$ cat src/rtl/fetch_sequencer.sv
// fetch_sequencer: instruction fetch sequencer for the single-cycle core.
//
// Owns the architectural PC and keeps at most one instruction-memory request
// outstanding over a req/gnt/rvalid bus. Each fetched word is presented to
// decode/execute with a valid/ready handshake. On retire the next PC is PC+4,
// or the control-flow unit's redirect target. flush_i restarts fetch at
// flush_target_i from any state. A response already in flight during a flush
// is dropped.
//
// Optional feature macro: FETCH_MISALIGN_TRAP_EN
//   defined   - a redirect/flush target with bits [1:0] != 0 parks the
//               sequencer in TRAP (trap_o/trap_pc_o) until the next flush.
//   undefined - bits [1:0] of every redirect/flush target are forced to 0;
//               trap_o and trap_pc_o are tied to 0.
//
// Ports:
//   clk_i, rst_i             clock, synchronous active-high reset
//   imem_req_o, imem_addr_o  fetch request / address (= PC), from registered state
//   imem_gnt_i               request accepted this cycle
//   imem_rvalid_i, imem_rdata_i  read response
//   instr_valid_o, instr_o, instr_pc_o  registered instruction to decode
//   instr_ready_i            consumer retires the presented instruction
//   redirect_i, redirect_target_i  next-PC select, sampled only on retire
//   flush_i, flush_target_i  restart fetch at flush_target_i
//   trap_o, trap_pc_o        misaligned-target trap pending / offending target
//   instret_o                retired-instruction count (wraps)
module fetch_sequencer #(
    parameter int unsigned          DataWidth   = 32,
    parameter logic [DataWidth-1:0] ResetVector = '0
) (
    input  logic                 clk_i,
    input  logic                 rst_i,
    output logic                 imem_req_o,
    output logic [DataWidth-1:0] imem_addr_o,
    input  logic                 imem_gnt_i,
    input  logic                 imem_rvalid_i,
    input  logic [DataWidth-1:0] imem_rdata_i,
    output logic                 instr_valid_o,
    output logic [DataWidth-1:0] instr_o,
    output logic [DataWidth-1:0] instr_pc_o,
    input  logic                 instr_ready_i,
    input  logic                 redirect_i,
    input  logic [DataWidth-1:0] redirect_target_i,
    input  logic                 flush_i,
    input  logic [DataWidth-1:0] flush_target_i,
    output logic                 trap_o,
    output logic [DataWidth-1:0] trap_pc_o,
    output logic [DataWidth-1:0] instret_o
);

    localparam logic [2:0] BOOT = 3'd0;
    localparam logic [2:0] REQ  = 3'd1;
    localparam logic [2:0] WAIT = 3'd2;
    localparam logic [2:0] HOLD = 3'd3;
`ifdef FETCH_MISALIGN_TRAP_EN
    localparam logic [2:0] TRAP = 3'd4;
`endif

    logic [2:0]           state_q, state_d;
    logic [DataWidth-1:0] pc_q, pc_d;
    logic                 drop_q, drop_d;
    logic [DataWidth-1:0] instr_q, instr_d;
    logic [DataWidth-1:0] instr_pc_q, instr_pc_d;
    logic [DataWidth-1:0] instret_q, instret_d;
    logic                 take_new;
    logic [DataWidth-1:0] new_target;
    logic [DataWidth-1:0] applied_target;

    // Flush outranks redirect, so its target is the one taken when both apply.
    assign new_target = flush_i ? flush_target_i : redirect_target_i;

`ifdef FETCH_MISALIGN_TRAP_EN
    logic                 trap_q, trap_d;
    logic [DataWidth-1:0] trap_pc_q, trap_pc_d;
    logic                 target_bad;

    assign target_bad     = |new_target[1:0];
    assign applied_target = new_target;
    assign trap_o         = trap_q;
    assign trap_pc_o      = trap_pc_q;
`else
    assign applied_target = new_target & ~{{(DataWidth-2){1'b0}}, 2'b11};
    assign trap_o         = 1'b0;
    assign trap_pc_o      = '0;
`endif

    always_comb begin
        state_d    = state_q;
        pc_d       = pc_q;
        drop_d     = drop_q;
        instr_d    = instr_q;
        instr_pc_d = instr_pc_q;
        instret_d  = instret_q;
        take_new   = 1'b0;
`ifdef FETCH_MISALIGN_TRAP_EN
        trap_d     = trap_q;
        trap_pc_d  = trap_pc_q;
`endif
        if (flush_i) begin
            take_new = 1'b1;
`ifdef FETCH_MISALIGN_TRAP_EN
            trap_d   = 1'b0;
`endif
            case (state_q)
                // Granted request is still in flight: drain it before refetching.
                REQ: if (imem_gnt_i) begin
                    state_d = WAIT;
                    drop_d  = 1'b1;
                end
                WAIT: if (imem_rvalid_i) begin
                    state_d = REQ;
                    drop_d  = 1'b0;
                end else begin
                    drop_d  = 1'b1;
                end
                default: state_d = REQ;
            endcase
        end else begin
            case (state_q)
                BOOT: state_d = REQ;
                REQ:  if (imem_gnt_i) state_d = WAIT;
                WAIT: if (imem_rvalid_i) begin
                    if (drop_q) begin
                        drop_d  = 1'b0;
                        state_d = REQ;
`ifdef FETCH_MISALIGN_TRAP_EN
                        // Trap raised by the flush that caused the drop.
                        if (trap_q) state_d = TRAP;
`endif
                    end else begin
                        instr_d    = imem_rdata_i;
                        instr_pc_d = pc_q;
                        state_d    = HOLD;
                    end
                end
                HOLD: if (instr_ready_i) begin
                    instret_d = instret_q + DataWidth'(1);
                    state_d   = REQ;
                    if (redirect_i) take_new = 1'b1;
                    else            pc_d     = pc_q + DataWidth'(4);
                end
                default: ;
            endcase
        end

        if (take_new) begin
            pc_d = applied_target;
`ifdef FETCH_MISALIGN_TRAP_EN
            if (target_bad) begin
                trap_d    = 1'b1;
                trap_pc_d = new_target;
                if (state_d == REQ) state_d = TRAP;
            end
`endif
        end
    end

    always_ff @(posedge clk_i) begin
        if (rst_i) begin
            state_q    <= BOOT;
            pc_q       <= ResetVector;
            drop_q     <= 1'b0;
            instr_q    <= '0;
            instr_pc_q <= '0;
            instret_q  <= '0;
`ifdef FETCH_MISALIGN_TRAP_EN
            trap_q     <= 1'b0;
            trap_pc_q  <= '0;
`endif
        end else begin
            state_q    <= state_d;
            pc_q       <= pc_d;
            drop_q     <= drop_d;
            instr_q    <= instr_d;
            instr_pc_q <= instr_pc_d;
            instret_q  <= instret_d;
`ifdef FETCH_MISALIGN_TRAP_EN
            trap_q     <= trap_d;
            trap_pc_q  <= trap_pc_d;
`endif
        end
    end

    assign imem_req_o    = (state_q == REQ);
    assign imem_addr_o   = pc_q;
    assign instr_valid_o = (state_q == HOLD);
    assign instr_o       = instr_q;
    assign instr_pc_o    = instr_pc_q;
    assign instret_o     = instret_q;

endmodule

$ cat config.mk
export PLATFORM = sky130hd
export DESIGN_NAME = fetch_sequencer
export DESIGN_NICKNAME = d
export VERILOG_FILES = /design/src/rtl/fetch_sequencer.sv
export SDC_FILE = /design/constraint.sdc
export NUM_CORES = 1
export LEC_CHECK = 0
export CAP_MARGIN = 30
export CORE_MARGIN = 10
export CORE_UTILIZATION = 26
export CTS_CLUSTER_SIZE = 16
export DETAILED_ROUTE_END_ITERATION = 10
export GPL_ROUTABILITY_DRIVEN = 1
export GPL_TIMING_DRIVEN = 0
export HOLD_SLACK_MARGIN = 0.1
export SETUP_SLACK_MARGIN = 0.4
export SLEW_MARGIN = 0
export SYNTH_ARGS = -nofsm -noshare
export SYNTH_HDL_FRONTEND = slang
export SYNTH_SLANG_ARGS = --single-unit
export TNS_END_PERCENT = 10
$ cat constraint.sdc
create_clock -name clk_i -period 3.1 [get_ports clk_i]
set_clock_uncertainty 0.05 [all_clocks]
set_input_delay 0.465 -clock clk_i [delete_from_list [all_inputs] [get_ports clk_i]]
set_output_delay 0.465 -clock clk_i [all_outputs]
set_load 0.03 [all_outputs]
==> metrics.yaml <==
finalWirelength_um: 26500
synthDistinctLibCells: 62
dr_total_vias: 6834
die_area_mm2: 0.0307
cts_made_buffers: 17
slew_violations: 0
rows: 56
fmax_mhz: 407
overflow: 0
maxCapViolations: 0
p_leak_uw: 0.00346
fin_crit_ns: 2.46
cp-end-kind: "flop"
r2r_start: "imem_addr_o[2]"
worstReg2RegEnd: "imem_addr_o[28]"
cts_root_buf: "clkbuf_16"
syn_avg_cell_area_um2: 7.69
rsz0062_at_grt: "no"
hp-start: "instr_o[3]"
drive_gt1_share_pct: 8.33
grt_first_pass_wirelength_um: 39700
hold_path.class: "reg2reg"
yosys_register_bits: 128
drt_iter0_markers: 595
antenna_found_initial: 8
post_dp_cell_area_mm2: 0.00902
hold_viol_final: 0
ant_nets: 0
ctsResizeCount: 0
async_flop_share_pct: 0
grt_max_degree: 17
post_cts_buffers: 0
fin_util_pct: 40.8
cp.arrival_ns: 2.72
syn_inst: 816
min_to: "instr_o[3]"
place_ws_ns: 0.164
cp_max_fo: 8
setup_slack_ns: 0.643
startpoint_type: "input pin"
peakVddDrop_uv: 309
fin_setup_tns_ns: 0
ys_seq_area_share_pct: 40.9
synth_flop_cell: "dfxtp_1"
worstSetupPathType: "in2reg"
max_slew_margin_pct: 34.5
synth_edf_count: 0
reg2reg_depth: 6
die-height_um: 175
nets: 1197
finalInstanceArea_mm2: 0.00964
r2r_setup_slack_ns: 0.75
grt_pass1_vias: 6538
ys_warn_count: 0
clock-sinks: 128
core_area_mm2: 0.0236
firstDrtPassIters: 5
worst_pin_slew_ns: 0.979
p_per_area_mw_per_mm2: 460
cts_tree: "built"
cp.required_ns: 3.37
clockBufferDepth: 2
dpl.hpwl_um: 20400
netlist_area_mm2: 0.00627
hold_depth: 2
io_buffers: 221
timing.final.crit_share_pct: 79.3
cts.clk_slew.worst_paths_ns: 0.06
clk_latency_ns: 0.42
pin_count: 266
cts_max_level: 4
setup_viol: 0
postCtsHoldBufs: 0
initial_utilization_pct: 26.6
area_delta_synth_final_pct: 53.7
status: "complete, no violations"
routabilityCongestion: 0.878
wl_per_cell_um: 18.5
grt_usage_pct: 16.6
vias_per_cell: 4.78
drc: 0
die_x_um: 175
## flip-flops by register name, summed over array words and instances, names as in the netlist
signal       flops
instr_o         32
instret_o       32
imem_addr_o     30
instr_pc_o      30
state_q          3
drop_q           1
## cell usage after synthesis, types with 9 or more instances
cell type | n | share of area, %
a21oi_1 | 101 | 8.1
and3_1 | 14 | 1.4
buf_2 | 12 | 0.96
buf_4 | 38 | 4.5
clkbuf_1 | 42 | 2.5
dfxtp_1 | 128 | 41
inv_1 | 18 | 1.1
nand2_1 | 163 | 9.8
nand3_1 | 26 | 2.1
nand4_1 | 27 | 2.7
nor2_1 | 62 | 3.7
nor3_1 | 16 | 1.3
o21ai_0 | 19 | 1.5
xnor2_1 | 9 | 1.3
xor2_1 | 17 | 2.4
## worst max path at each step
| stage | start | to | slack [ns] |
|---|---|---|---|
| after floorplan | instret_o[3] | instret_o[31] | 1.03 |
| after global placement | instr_ready_i | instret_o[31] | 0.18 |
| after detailed placement | instr_ready_i | instret_o[31] | 0.16 |
| after CTS | instr_ready_i | instret_o[31] | 0.61 |
| after global routing | instr_ready_i | instret_o[31] | 0.45 |
| final | instr_ready_i | instret_o[31] | 0.64 |
## placed cells by master, fill, tap and decap left out, types with 5 or more instances in the layout
cell / n
a311oi_1: 5
clkbuf_16: 17
nor4_1: 8
xnor2_1: 9
buf_2: 12
nor2_1: 62
diode_2: 5
and3_1: 14
clkinvlp_4: 5
o211ai_1: 5
o21ai_0: 19
buf_4: 38
clkdlybuf4s50_1: 221
conb_1: 37
clkbuf_1: 42
dfxtp_1: 128
a31oi_1: 7
nand2_1: 163
nand4_1: 27
mux2i_1: 7
nand3_1: 26
a211oi_1: 6
nor3_1: 16
xor2_1: 17
o22ai_1: 6
a21oi_1: 101
inv_1: 18
and4_1: 5
## cell type report
class	count	area [um^2]
Multi-Input combinational cell	610	3260
Clock inverter	11	129
Fill cell	2437	14000
Tap cell	319	399
Inverter	18	67.6
Timing Repair Buffer	221	2210
Antenna cell	5	12.5
Clock buffer	21	480
Sequential cell	128	2560
Buffer	96	519
## per-stage QoR
stage          hold slack, ns  cells  total power, uW
6_report                0.402   1429             4430
5_1_grt                 0.425   1426             4580
4_1_cts                 0.405   1424             4470
3_5_place_dp            0.396   1392             2370
3_3_place_gp            0.392   1392             2370
2_1_floorplan           0.467    852             2090
## routing by layer
layer | share of wire [%] | wire [um] | vias to the layer above | global-route usage, %
met5 | 0.079 | 21 | - | 0
met4 | 1.0 | 272 | 4 | 4.34
met3 | 11 | 2950 | 25 | 6.97
met2 | 47 | 12400 | 295 | 26.5
met1 | 41 | 10800 | 3175 | 20.1
li1 | - | - | 3335 | -
## power by group
group | switching [uW] | leakage, uW | internal [uW] | total [uW]
Combinational | 343 | 0.00214 | 268 | 611
Sequential | 52.0 | 0.00104 | 1680 | 1730
Clock | 816 | 0.000284 | 1270 | 2090
## worst max-delay path: stages
cell	delay (ns)
clkdlybuf4s50_1	0.55
nand4b_4	0.22
nor3_2	0.51
nand3_2	0.25
nor4_1	0.36
mux2_2	0.38
## logic make-up after synthesis
logic type,count (synthesis),share of synthesized area (%)
multiplexers,8,1.30
AO/OA/AOI/OAI,184,17.7
XOR/XNOR,26,3.63
AND/OR/NAND/NOR,353,26.7
flip-flops,128,40.9
other,1,0.0598
buffers and inverters,114,9.36
adder cells (fa/ha/maj),2,0.399
Note: power is estimated with default switching activity, not from simulation.
